--- src/rtl/grid_draw_scheduler_if.sv ---
// Draw-command handshake between the grid scheduler and the LCD command engine.
// The scheduler owns the request and payload; the engine returns a one-cycle ack.
interface grid_draw_scheduler_if;
    logic       draw_req;
    logic [3:0] draw_x;
    logic [3:0] draw_y;
    logic [2:0] draw_code;
    logic       draw_ack;

    modport master (output draw_req, draw_x, draw_y, draw_code, input draw_ack);
    modport slave  (input draw_req, draw_x, draw_y, draw_code, output draw_ack);
endinterface

--- src/rtl/grid_draw_scheduler.sv ---
// Row-major grid scanner that compares each cell against a shadow of the last
// drawn frame and issues one draw command per changed cell.
module grid_draw_scheduler #(
    parameter int         COLS    = 16,
    parameter int         ROWS    = 12,
    parameter logic [2:0] GO_CODE = 3'd7
) (
    input  logic       clk,
    input  logic       nrst,
    input  logic       frame_tick,
    input  logic       force_full,
    input  logic       game_over,
    input  logic [2:0] obj_code_in,
    output logic [3:0] x,
    output logic [3:0] y,
    output logic       busy,
    output logic       init_cycle,
    output logic       frame_done,
    output logic       overrun,
    grid_draw_scheduler_if.master draw
);

    localparam int CELLS = COLS * ROWS;
    localparam int IDX_W = $clog2(CELLS);

    typedef enum logic [2:0] {START, IDLE, SCAN, REQ, DONE, HALT} state_e;

    state_e     state_q, state_d;
    logic [3:0] x_q, x_d, y_q, y_d;
    logic [3:0] draw_x_q, draw_x_d, draw_y_q, draw_y_d;
    logic [2:0] draw_code_q, draw_code_d;
    logic       init_q, init_d, overrun_q, overrun_d;
    logic       pending_q, pending_d, full_q, full_d;
    logic       force_q, force_d, go_q, go_d, go_pending_q, go_pending_d;

    logic [2:0]       shadow [CELLS];
    logic [IDX_W-1:0] idx;
    logic [2:0]       code;
    logic             hit, shadow_we, advance, start_pass, start_go, last_cell;

    assign idx       = IDX_W'(int'(y_q) * COLS + int'(x_q));
    assign code      = go_q ? GO_CODE : obj_code_in;
    assign hit       = full_q || (code != shadow[idx]);
    assign last_cell = (x_q == 4'(COLS - 1)) && (y_q == 4'(ROWS - 1));
    assign busy      = (state_q == SCAN) || (state_q == REQ) || (state_q == DONE);

    // NOTE: every signal gets its default before the case so no path leaves one unassigned (no latches).
    always_comb begin
        state_d      = state_q;
        x_d          = x_q;
        y_d          = y_q;
        draw_x_d     = draw_x_q;
        draw_y_d     = draw_y_q;
        draw_code_d  = draw_code_q;
        init_d       = init_q;
        overrun_d    = overrun_q;
        pending_d    = pending_q;
        full_d       = full_q;
        force_d      = force_q;
        go_d         = go_q;
        go_pending_d = go_pending_q;
        shadow_we    = 1'b0;
        advance      = 1'b0;
        start_pass   = 1'b0;
        start_go     = 1'b0;

        case (state_q)
            START: start_pass = 1'b1;
            IDLE: begin
                if (game_over)                    start_go   = 1'b1;
                else if (frame_tick || pending_q) start_pass = 1'b1;
            end
            SCAN: begin
                if (hit) begin
                    shadow_we   = 1'b1;
                    draw_x_d    = x_q;
                    draw_y_d    = y_q;
                    draw_code_d = code;
                    state_d     = REQ;
                end else begin
                    advance = 1'b1;
                end
            end
            REQ: advance = draw.draw_ack;
            DONE: begin
                init_d = 1'b0;
                full_d = 1'b0;
                if (go_q)                           state_d    = HALT;
                else if (go_pending_q || game_over) start_go   = 1'b1;
                else if (pending_q)                 start_pass = 1'b1;
                else                                state_d    = IDLE;
            end
            HALT: ;
            default: state_d = START;
        endcase

        if (advance) begin
            state_d = last_cell ? DONE : SCAN;
            if (x_q == 4'(COLS - 1)) begin
                x_d = 4'd0;
                y_d = last_cell ? 4'd0 : y_q + 4'd1;
            end else begin
                x_d = x_q + 4'd1;
            end
        end

        // A new pass latches any queued force request; a mid-pass force waits for the next pass.
        if (start_pass || start_go) begin
            state_d      = SCAN;
            x_d          = 4'd0;
            y_d          = 4'd0;
            full_d       = start_go || force_q || force_full || (state_q == START);
            go_d         = start_go;
            go_pending_d = 1'b0;
            force_d      = 1'b0;
            pending_d    = 1'b0;
        end else if (force_full && state_q != HALT) begin
            force_d = 1'b1;
        end

        if (busy && game_over && !go_q && !start_go) go_pending_d = 1'b1;

        if (busy && frame_tick) begin
            if (pending_q) overrun_d = 1'b1;
            pending_d = 1'b1;
        end
    end

    // NOTE: sequential state uses non-blocking assignments only.
    always_ff @(posedge clk) begin
        if (!nrst) begin
            state_q      <= START;
            x_q          <= '0;
            y_q          <= '0;
            draw_x_q     <= '0;
            draw_y_q     <= '0;
            draw_code_q  <= '0;
            init_q       <= 1'b1;
            overrun_q    <= 1'b0;
            pending_q    <= 1'b0;
            full_q       <= 1'b0;
            force_q      <= 1'b0;
            go_q         <= 1'b0;
            go_pending_q <= 1'b0;
        end else begin
            state_q      <= state_d;
            x_q          <= x_d;
            y_q          <= y_d;
            draw_x_q     <= draw_x_d;
            draw_y_q     <= draw_y_d;
            draw_code_q  <= draw_code_d;
            init_q       <= init_d;
            overrun_q    <= overrun_d;
            pending_q    <= pending_d;
            full_q       <= full_d;
            force_q      <= force_d;
            go_q         <= go_d;
            go_pending_q <= go_pending_d;
        end
    end

    // NOTE: the shadow RAM has no reset; the first pass after reset is always full and rewrites it.
    always_ff @(posedge clk) begin
        if (shadow_we) shadow[idx] <= code;
    end

    assign x              = x_q;
    assign y              = y_q;
    assign init_cycle     = init_q;
    assign overrun        = overrun_q;
    assign frame_done     = (state_q == DONE);
    assign draw.draw_req  = (state_q == REQ);
    assign draw.draw_x    = draw_x_q;
    assign draw.draw_y    = draw_y_q;
    assign draw.draw_code = draw_code_q;

endmodule

--- src/flat_wrapper.sv ---
// flat-port wrapper written by rule: the top's interface ports become plain ports
module grid_draw_scheduler_flat 
#(
    parameter int         COLS    = 16,
    parameter int         ROWS    = 12,
    parameter logic [2:0] GO_CODE = 3'd7
)
  (clk, nrst, frame_tick, force_full, game_over, obj_code_in, x, y, busy, init_cycle, frame_done, overrun, draw_draw_req, draw_draw_x, draw_draw_y, draw_draw_code, draw_draw_ack);
  grid_draw_scheduler_if draw_i ();
  input  logic clk;
  input  logic nrst;
  input  logic frame_tick;
  input  logic force_full;
  input  logic game_over;
  input  logic [2:0] obj_code_in;
  output logic [3:0] x;
  output logic [3:0] y;
  output logic busy;
  output logic init_cycle;
  output logic frame_done;
  output logic overrun;
  output wire logic [$bits(draw_i.draw_req)-1:0] draw_draw_req;
  output wire logic [$bits(draw_i.draw_x)-1:0] draw_draw_x;
  output wire logic [$bits(draw_i.draw_y)-1:0] draw_draw_y;
  output wire logic [$bits(draw_i.draw_code)-1:0] draw_draw_code;
  input wire logic [$bits(draw_i.draw_ack)-1:0] draw_draw_ack;
  assign draw_draw_req = draw_i.draw_req;
  assign draw_draw_x = draw_i.draw_x;
  assign draw_draw_y = draw_i.draw_y;
  assign draw_draw_code = draw_i.draw_code;
  assign draw_i.draw_ack = draw_draw_ack;
  grid_draw_scheduler #(.COLS(COLS), .ROWS(ROWS), .GO_CODE(GO_CODE)) u_core (.clk(clk), .nrst(nrst), .frame_tick(frame_tick), .force_full(force_full), .game_over(game_over), .obj_code_in(obj_code_in), .x(x), .y(y), .busy(busy), .init_cycle(init_cycle), .frame_done(frame_done), .overrun(overrun), .draw(draw_i));
endmodule
--- config.mk ---
export PLATFORM = sky130hd
export DESIGN_NAME = grid_draw_scheduler_flat
export DESIGN_NICKNAME = d
export VERILOG_FILES = /design/src/rtl/grid_draw_scheduler_if.sv /design/src/rtl/grid_draw_scheduler.sv /design/src/flat_wrapper.sv
export SDC_FILE = /design/constraint.sdc
export NUM_CORES = 1
export LEC_CHECK = 0
export CAP_MARGIN = 0
export CORE_UTILIZATION = 40
export DETAILED_ROUTE_END_ITERATION = 6
export MAX_ROUTING_LAYER = met4
export PLACE_DENSITY = 0.58
export SYNTH_ARGS = -nofsm -noshare
export SYNTH_HDL_FRONTEND = slang
export SYNTH_SLANG_ARGS = --single-unit
--- constraint.sdc ---
create_clock -name clk -period 9 [get_ports clk]
set_input_delay 1.8 -clock clk [delete_from_list [all_inputs] [get_ports clk]]
set_output_delay 1.8 -clock clk [all_outputs]
set_load 0.02 [all_outputs]
# [Word level (Yosys, flattened, before mapping)]
# Memories as Yosys holds them, arrays and structs flattened.
# Index checks and enable logic that the tools add are counted.
[word_totals] ff_bits=29 ram_bits=576 inputBits=9 mem_count=1
[classes] n_addsub=3 eq_ne=17 mux=32 bitwise=1 reduce_logical=28
[memory_table] memory="u_core.shadow" depth=192 width=3 rd=1 rd_ports_with_merged_regs=0 wr=1 line_no="grid_draw_scheduler.sv:36" source="logic [2:0] shadow [CELLS];"
[op_table] op="3-bit two-way mux" count=7
[op_table] op="1-bit two-way mux" count=18
[op_table] op="1-bit logical OR" count=9
[op_table] op="3-bit case mux with 3 select lines" count=1
[op_table] op="4-bit by 1-bit adder with 4-bit output, second input constant" count=2
[op_table] op="8-bit by 4-bit adder with 8-bit output" count=1
[op_table] op="4-bit == test, second input constant" count=2
[op_table] op="4-bit two-way mux" count=2
[op_table] op="4-bit by 2-bit inequality test with 1-bit output, second input constant" count=2
[op_table] op="4-bit AND reduction" count=2
[op_table] op="3-bit by 2-bit == test with 1-bit output, second input constant" count=2
[op_table] op="3-bit == test, second input constant" count=2
[op_table] op="1-bit logical AND" count=6
[op_table] op="3-bit by 1-bit inequality test with 1-bit output, second input constant" count=2
[op_table] op="2-bit AND reduction" count=3
[op_table] op="2-bit nonzero test" count=3
[op_table] op="5-bit by 3-bit inequality test with 1-bit output, second input constant" count=1
[op_table] op="5-bit inequality test, second input constant" count=1
[op_table] op="4-bit inequality test, second input constant" count=1
[op_table] op="1-bit case mux with 2 select lines" count=2
[op_table] op="4-bit OR reduction" count=1
[op_table] op="3-bit by 1-bit == test with 1-bit output, second input constant" count=1
[op_table] op="3-bit logical NOT" count=1
[op_table] op="3-bit inequality test" count=1
[op_table] op="7 further kinds" count=8

# [Longest topological paths before layout]
# Gate-level depths: netlist of the first run.
[logic_depth] depth_word=8 depth_mapped=18

# [Least setup slack after synthesis of the first run]
# Ideal clock, no wire load.
[synth_timing] kind="input port to flip-flop" start="in obj_code_in[0]" end="mem u_core.shadow[79][0] (enable)" setup_ns=0.349 t_arrival_ns=6.453 t_required_ns=8.651 slack_ns=2.198 path_stages=8 n_path_buf=3 path_cell_list="or2_2 > clkbuf_1 > nand4_1 > nand4_2 > buf_6 > o21ai_2 > buf_2 > nor3b_1"
[synth_via] elab_chain_cells=7
[synth_lines] item="start: declaration" line_no="flat_wrapper.sv:15" source="input logic [2:0] obj_code_in;"
[synth_lines] item="3-bit two-way mux" line_no="grid_draw_scheduler.sv:42" source="assign code = go_q ? GO_CODE : obj_code_in;"
[synth_lines] item="via u_core.code[0]" line_no="grid_draw_scheduler.sv:38" source="logic [2:0] code;"
[synth_lines] item="3-bit inequality test" line_no="grid_draw_scheduler.sv:43" source="assign hit = full_q || (code != shadow[idx]);"
[synth_lines] item="1-bit logical OR" line_no="grid_draw_scheduler.sv:43"
[synth_lines] item="1-bit two-way mux" line_no="grid_draw_scheduler.sv:74" source="if (hit) begin"
[synth_lines] item="1-bit two-way mux" line_no="grid_draw_scheduler.sv:67" source="case (state_q)"
[synth_lines] item="1-bit two-way mux" line_no="grid_draw_scheduler.sv:164" source="if (shadow_we) shadow[idx] <= code;"
[synth_lines] item="1-bit two-way mux (implied by the code)" line_no="grid_draw_scheduler.sv:164"
[synth_lines] item="end: declaration" line_no="grid_draw_scheduler.sv:36"
# The timed path passes the listed nets, and every way through them passes these cells.

# [Worst setup path after layout of the first run]
[layout_timing] start="reg u_core.x_q[0], in the netlist u_core.x[0]" end="mem u_core.shadow[176][2] (enable)"
[layout_via] elab_chain_cells=8
[layout_lines] item="start: declaration" line_no="grid_draw_scheduler.sv:29" source="logic [3:0] x_q, x_d, y_q, y_d;"
[layout_lines] item="start signal: assignment" line_no="grid_draw_scheduler.sv:133" source="x_q <= '0;"
[layout_lines] item="start signal: assignment" line_no="grid_draw_scheduler.sv:147" source="x_q <= x_d;"
[layout_lines] item="8-bit by 4-bit adder with 8-bit output (*)" line_no="grid_draw_scheduler.sv:41" source="assign idx = IDX_W'(int'(y_q) * COLS + int'(x_q));"
[layout_lines] item="memory read 192 x 3 bit"
[layout_lines] item="3-bit inequality test" line_no="grid_draw_scheduler.sv:43"
[layout_lines] item="1-bit logical OR" line_no="grid_draw_scheduler.sv:43"
[layout_lines] item="1-bit two-way mux" line_no="grid_draw_scheduler.sv:74"
[layout_lines] item="1-bit two-way mux" line_no="grid_draw_scheduler.sv:67"
[layout_lines] item="1-bit two-way mux" line_no="grid_draw_scheduler.sv:164"
[layout_lines] item="1-bit two-way mux (implied by the code)" line_no="grid_draw_scheduler.sv:164"
# Every way passes the cells marked *; elsewhere a longest branch is shown, timed or not.

==> reports/results.ini, run 1 <==
[status]
status = finished clean

[global_routing]
global_route_total_usage_across_every_layer_pct = 20.31
antenna_found_initial = 1
grt_overflow_total = 0
grt_pass1_wl_um = 92860
gr-usage-met2_pct = 30.94
met1_usage_pct = 28.03
pin_count_of_the_biggest_net_entering_global_routing = 101
grt_use_met3_pct = 3.320
grt_pass1_vias = 14173
grt_most_used_layer = met2

[yosys]
gate_count_after_technology_mapping = 1530
synth.ff_latch_count = 605
synth_edf_count = 576
syn-num-nets = 1547
yosys_warnings = 0
yosys.cell_count.top_type = sky130_fd_sc_hd__edfxtp_1
syn_area_per_cell_um2 = 16.48
synth_top_flop_cell = sky130_fd_sc_hd__edfxtp_1
async_flop_share_pct = 0
synth.lib_cells_used.distinct = 65
post_synth_most_frequent_cells = sky130_fd_sc_hd__edfxtp_1 (576), sky130_fd_sc_hd__nor2_1 (206), sky130_fd_sc_hd__mux2i_1 (120), sky130_fd_sc_hd__mux4_2 (99), sky130_fd_sc_hd__nand2_1 (90)
sequential_to_total_area_share_from_yosys_stat_pct = 70.88
synth_largest_type_area_fraction_pct = 68.58
synth.area.top_cells = sky130_fd_sc_hd__edfxtp_1 (69%), sky130_fd_sc_hd__mux4_2 (8.8%), sky130_fd_sc_hd__mux2i_1 (4.8%)
syn-cell-area_um2 = 25220
synthDominantAreaCellType = sky130_fd_sc_hd__edfxtp_1

[detailed_routing]
drt_pass1_iterations = 7
initialDrtViolationCount = 1384
detail_route.drc_violations = 0
vias_per_cell = 5.669
via_count = 13911
post_drt_antenna_nets = 0
routedWlPerCell_um = 25.04
finalWirelength_um = 61450

[clock_tree]
cts_tree = done
ctsResizeCount = 0
post_cts_hold_buffer_count = 0
cts_max_path_buffers = 3
root_buffer = sky130_fd_sc_hd__clkbuf_16
cts-buffers-inserted = 67
clkSlewWorstSetupHoldPaths_ns = 0.06
cts.sink_count = 605
cts-htree-levels = 3
clock_latency_ns = 0.61
cts_post_setup_buffers_inserted = 0

[floorplan]
die_w_um = 253.1
fp.dieH_um = 253.1
start_util_pct = 40.65
floorplan.die_area_um2 = 64060
placement_rows = 91
coreArea_um2 = 62050
boundaryPins = 33

[worst_hold_path]
hold_path.class = reg2reg

[timing]
final_min_period_over_clock_period_pct = 66.18
timing_max_transition_violations_final = 0
setup_repair_after_global_routing_missed_its_margin = false
timing.max_slew.rel_slack_pct = 5.471
period_needed_ns = 5.957
timing.clock.skew_ns = 0.02416
clock.fmax_mhz = 167.9
setup_tns_ns = 0
setup_viol = 0
worst-slew-pin-transition_ns = 1.415
report.final.hold_viol_count = 0

[critical_path]
crit_chain = buf_4, mux4_2, a22o_1, a211oi_1, a21oi_1, a221o_1, o31ai_1, nand4_2, o211ai_4, buf_4, nor2_1
crit_path_end_kind = register
timing.critical_path.buf_inv = 2
timing.critical_path.slowest_stage_cell = sky130_fd_sc_hd__o211ai_4
critical_path_class = reg2reg
critical_path_required_ns = 9.31
type_of_element_launching_the_critical_path = register
critical-path-top-cell-by-count = sky130_fd_sc_hd__buf_4
timing.critical_path.slowest_cell_delay_ns = 0.99
path_max_fanout = 34
worst_ep_arrival_time_ns = 6.27
critical_path.top_delay_family = compound AO/OA/AOI/OAI gates

[final_layout]
n_fill_cell = 5351
final_nets = 1583
area_delta_synth_final_pct = 12.56
fin_util_pct = 45.75
cell_area_after_layout_um2 = 28390
layout-drive-gt1-share_pct = 16.65

[power_and_ir_drop]
power.combinational.fraction_pct = 2.8
sequentialPowerShare_pct = 52.8
intPower_uw = 4654
totalPowerFinal_uw = 5866
p_sw_uw = 1212
max-vdd-ir-drop_v = 0.0001284
clockPowerShare_pct = 44.4
powerDensity_nw_per_um2 = 206.6
power_switching_share_pct = 20.66
static-leakage-power_uw = 0.008383

[place]
buffer_ports.inserted = 32
placement.cell_area_um2 = 26310
globalplace.congestion = 0.8312
place_hpwl_um = 36270

[run]
max_cap_violations = 0

[worst register-to-register path, stage by stage (launching register included)]
cell,delay [ns]
sky130_fd_sc_hd__dfxtp_4,0.66
sky130_fd_sc_hd__buf_4,0.64
sky130_fd_sc_hd__mux4_2,0.61
sky130_fd_sc_hd__a22o_1,0.25
sky130_fd_sc_hd__a211oi_1,0.39
sky130_fd_sc_hd__a21oi_1,0.09
sky130_fd_sc_hd__a221o_1,0.42
sky130_fd_sc_hd__o31ai_1,0.37
sky130_fd_sc_hd__nand4_2,0.44
sky130_fd_sc_hd__o211ai_4,0.99
sky130_fd_sc_hd__buf_4,0.60
sky130_fd_sc_hd__nor2_1,0.21
[final timing paths]
check                                 startpoint                               to  slack [ns]  cells past startpoint
hold / removal    u_core.init_cycle$_SDFFE_PN1P_   u_core.init_cycle$_SDFFE_PN1P_        0.45                      2
hold reg to reg   u_core.init_cycle$_SDFFE_PN1P_   u_core.init_cycle$_SDFFE_PN1P_        0.45                      2
setup reg to reg        u_core.x[0]$_SDFFE_PP0P_  u_core.shadow[176][2]$_DFFE_PP_        3.04                     11
setup / recovery        u_core.x[0]$_SDFFE_PP0P_  u_core.shadow[176][2]$_DFFE_PP_        3.04                     11
[logic make-up (layout without fill, tap and decap cells)]
logic type | count (synthesis) | in the layout | share of synthesized area (%)
DFF | 605 | 605 | 70.88
and+or+nand+nor | 430 | 430 | 7.486
muxes | 229 | 229 | 14.05
AOI/OAI and AO/OA | 144 | 144 | 4.554
buffers and inverters | 113 | 199 | 2.599
adders and majority gates | 8 | 8 | 0.3969
xor gates and xnor gates | 1 | 1 | 0.03473
other | 0 | 1 | 0
[sequential cells by signal, indices dropped and copies added, names as in the netlist, 3 cells and up]
register               count
u_core.draw.draw_code      3
u_core.state_q             3
u_core.draw.draw_y         4
u_core.x                   4
u_core.y                   4
u_core.draw.draw_x         4
u_core.shadow            576
[cell type report]
type | count | area [µm²] | share of cell area (%)
clock buffer | 84 | 1782 | 6.276
clock inverter | 35 | 297.8 | 1.049
antenna | 1 | 2.502 | 0.008814
sequential | 605 | 17890 | 63.01
timing repair buffer | 68 | 615.6 | 2.168
inverter | 12 | 50.05 | 0.1763
tap | 837 | 1047 | 3.689
multi-input combinational | 812 | 6708 | 23.63
[power groups by stage]
| stage | clock [µW] | combinational, µW | sequential, µW |
|---|---|---|---|
| 2_1_floorplan | 0 | 105 | 3160 |
| 3_3_place_gp | 0 | 162 | 3160 |
| 3_5_place_dp | 0 | 165 | 3160 |
| 4_1_cts | 2660 | 165 | 3100 |
| 5_1_grt | 2760 | 176 | 3100 |
| 6_report | 2610 | 164 | 3100 |
[metrics by stage]
| step | setup slack [ns] | std cells | hold WS [ns] |
|---|---|---|---|
| after global placement | 3.126 | 2334 | 0.4301 |
| after floorplan | 2.198 | 1530 | 0.4302 |
| after detailed placement | 3.022 | 2334 | 0.4484 |
| after CTS | 3.010 | 2453 | 0.4564 |
| after global routing | 2.758 | 2454 | 0.4837 |
| final | 3.043 | 2454 | 0.4501 |
[routing by layer]
layer,wire [µm],vias to the layer above
met3,4085,96
met2,29000,533
met1,26960,7188
met4,1400,0
li1,-,6094
met5,0,-
[cell usage in the layout (no fill, tap or decap), drive strengths merged, types with 4 or more instances in the layout]
cell / count
mux2i: 120
edfxtp: 576
o31a: 4
ha: 8
a21oi: 13
nor3: 20
nor2b: 10
clkdlybuf4s50: 32
bufinv: 4
a32oi: 4
a211o: 4
o211ai: 7
a31oi: 10
and2: 11
inv: 17
nand3: 57
clkbuf: 84
a41oi: 5
dfxtp: 29
nor2: 207
nand2: 90
clkinv: 26
mux2: 10
a22o: 8
mux4: 99
o22ai: 5
nor3b: 4
o221ai: 6
a22oi: 45
nand3b: 5
a211oi: 4
buf: 36
o21ai: 9
nand4: 12
(Power assumes the default switching activity.)
==> inputs of run 2 (changes only) <==
- PLACE_DENSITY: 0.58 -> 0.6
- clock period: 9 -> 5.45 ns (I/O delays scaled with it)
==> reports/results.ini, run 2 (synthesis results as in run 1) <==
[clock_tree]
clock_latency_ns = 0.64  ; +0.03 ns
cts_post_setup_buffers_inserted = 0  ; unchanged
root_buffer = sky130_fd_sc_hd__clkbuf_16
ctsResizeCount = 0  ; unchanged
cts-htree-levels = 2  ; -1
cts.sink_count = 605  ; unchanged
post_cts_hold_buffer_count = 0  ; unchanged
cts_max_path_buffers = 3  ; unchanged
cts_tree = done
clkSlewWorstSetupHoldPaths_ns = 0.07  ; about the same
cts-buffers-inserted = 61  ; -9.0%

[global_routing]
global_route_total_usage_across_every_layer_pct = 20.11  ; -0.21 points
antenna_found_initial = 0  ; -1
pin_count_of_the_biggest_net_entering_global_routing = 115  ; +14%
grt_pass1_wl_um = 92260  ; -0.65%
grt_pass1_vias = 14306  ; +0.94%
grt_overflow_total = 0  ; unchanged

[floorplan]
coreArea_um2 = 62050  ; unchanged
die_w_um = 253.1  ; unchanged
floorplan.die_area_um2 = 64060  ; unchanged
boundaryPins = 33  ; unchanged
fp.dieH_um = 253.1  ; unchanged
placement_rows = 91  ; unchanged
start_util_pct = 40.65  ; unchanged

[timing]
setup_repair_after_global_routing_missed_its_margin = false
timing.max_slew.rel_slack_pct = 19.37  ; +14 points
final_min_period_over_clock_period_pct = 92.78  ; +27 points
clock.fmax_mhz = 197.8  ; +18%
setup_tns_ns = 0  ; unchanged
report.final.hold_viol_count = 0  ; unchanged
timing_max_transition_violations_final = 0  ; unchanged
period_needed_ns = 5.057  ; -0.8999 ns
layout_setup_ws_ns = 0.3933  ; -2.650 ns
worst-slew-pin-transition_ns = 1.210  ; -0.2055 ns
timing.clock.skew_ns = 0.02173  ; -0.002439 ns
setup_viol = 0  ; unchanged

[place]
place_hpwl_um = 37590  ; +3.6%
dpl.cell_count = 2359  ; +1.1%
place_ws_ns = 0.4594  ; -2.563 ns
buffer_ports.inserted = 32  ; unchanged
globalplace.congestion = 0.8430  ; +1.4%
placement.cell_area_um2 = 26530  ; +0.86%

[detailed_routing]
drt_pass1_iterations = 7  ; unchanged
detail_route.drc_violations = 0  ; unchanged
post_drt_antenna_nets = 0  ; unchanged
finalWirelength_um = 61580  ; +0.22%
initialDrtViolationCount = 1441  ; +4.1%
routedWlPerCell_um = 24.89  ; -0.59%
via_count = 14098  ; +1.3%
vias_per_cell = 5.698  ; +0.52%

[final_layout]
largest_register_ff_count = 576  ; unchanged
layout-drive-gt1-share_pct = 17.72  ; +1.1 points
fin_util_pct = 46.08  ; +0.33 points
antennaDiodeCount = 0  ; -1
instances_no_fill = 2474  ; +0.81%
area_delta_synth_final_pct = 13.38
cell_area_after_layout_um2 = 28600  ; +0.73%
registers.top_by_ff_count = u_core.shadow
layout_common_cells = sky130_fd_sc_hd__edfxtp_1 (576), sky130_fd_sc_hd__nor2_1 (205), sky130_fd_sc_hd__mux2i_1 (120)
mostFrequentLayoutCell = sky130_fd_sc_hd__edfxtp_1
final_nets = 1602  ; +1.2%
n_fill_cell = 5316  ; -0.65%

[run]
max_cap_violations = 0  ; unchanged

[critical_path]
r2r_setup_slack_ns = 0.39  ; -2.65 ns
type_of_element_launching_the_critical_path = register
crit_path_end_kind = register
critical_path_required_ns = 5.73  ; -3.58 ns
crit_path_start = u_core.x[0]$_SDFFE_PP0P_
path_max_fanout = 35  ; +2.9%
r2r_start = u_core.x[0]$_SDFFE_PP0P_
critical_path_class = reg2reg
worst_ep_arrival_time_ns = 5.34  ; -0.93 ns

[power_and_ir_drop]
sequentialPowerShare_pct = 52.8  ; about the same
p_sw_uw = 1998  ; +65%
static-leakage-power_uw = 0.008495  ; +1.3%
max-vdd-ir-drop_v = 0.0002103  ; +64%
power_switching_share_pct = 20.64  ; about the same
power.combinational.fraction_pct = 2.9  ; about the same
intPower_uw = 7684  ; +65%
powerDensity_nw_per_um2 = 338.6  ; +64%
clockPowerShare_pct = 44.3  ; about the same

[status]
status = finished clean

[worst_hold_path]
hold_path.class = reg2reg
hp-start = u_core.init_cycle$_SDFFE_PN1P_

[run 2: changes by cell type in the layout (fill, tap and decap cells not counted), sizes merged]
cell	before	now
buf	36	61
bufinv	4	9
clkbuf	84	71
clkinv	26	29
clkinvlp	0	6
diode	1	0
inv	17	12
[run 2: layout make-up]
cell class                 count  area, µm²  share of cell area, %
inverter                      12      50.05                 0.1750
tap                          837       1047                  3.662
sequential                   605      17890                  62.55
multi-input combinational    812       6708                  23.46
clock inverter                44      478.0                  1.671
timing repair buffer          93      840.8                  2.940
clock buffer                  71       1585                  5.544
[run 2: stage by stage]
stage | total power, µW | hold slack (ns)
floorplan | 5392 | 0.4302
global placement | 5485 | 0.4331
detailed placement | 5489 | 0.4398
CTS | 9755 | 0.4499
global route | 9940 | 0.4683
finish | 9682 | 0.4460
[run 2: power by group through the flow]
stage | Sequential (µW) | Combinational, µW | Clock, µW
after floorplan | 5220 | 174 | 0
after global placement | 5210 | 275 | 0
after detailed placement | 5210 | 278 | 0
after CTS | 5110 | 279 | 4360
after global routing | 5110 | 296 | 4530
final | 5110 | 277 | 4290
[run 2: layer usage]
layer / GRT usage (%) / vias to the layer above / routed length [µm]
met5: - / - / 0
met4: 5.974 / 0 / 1633
met3: 2.991 / 110 / 3822
met2: 31.55 / 519 / 29740
met1: 27.22 / 7322 / 26390
li1: - / 6147 / -
[run 2: final timing paths]
check,end,cells after the start
hold / removal,u_core.init_cycle$_SDFFE_PN1P_,2
setup / recovery,u_core.shadow[159][2]$_DFFE_PP_,11
hold reg to reg,u_core.init_cycle$_SDFFE_PN1P_,2
setup reg to reg,u_core.shadow[159][2]$_DFFE_PP_,11
[run 2: worst max-delay path, cell delays in order, from the launching register on]
cell	delay, ns
sky130_fd_sc_hd__dfxtp_4	0.80
sky130_fd_sc_hd__buf_4	0.36
sky130_fd_sc_hd__mux4_2	0.53
sky130_fd_sc_hd__a22o_1	0.24
sky130_fd_sc_hd__a211o_1	0.27
sky130_fd_sc_hd__nand3_1	0.12
sky130_fd_sc_hd__o21ai_0	0.25
sky130_fd_sc_hd__nor4_1	0.67
sky130_fd_sc_hd__or3_1	0.57
sky130_fd_sc_hd__o21ai_2	0.14
sky130_fd_sc_hd__buf_4	0.22
sky130_fd_sc_hd__nor3b_1	0.48
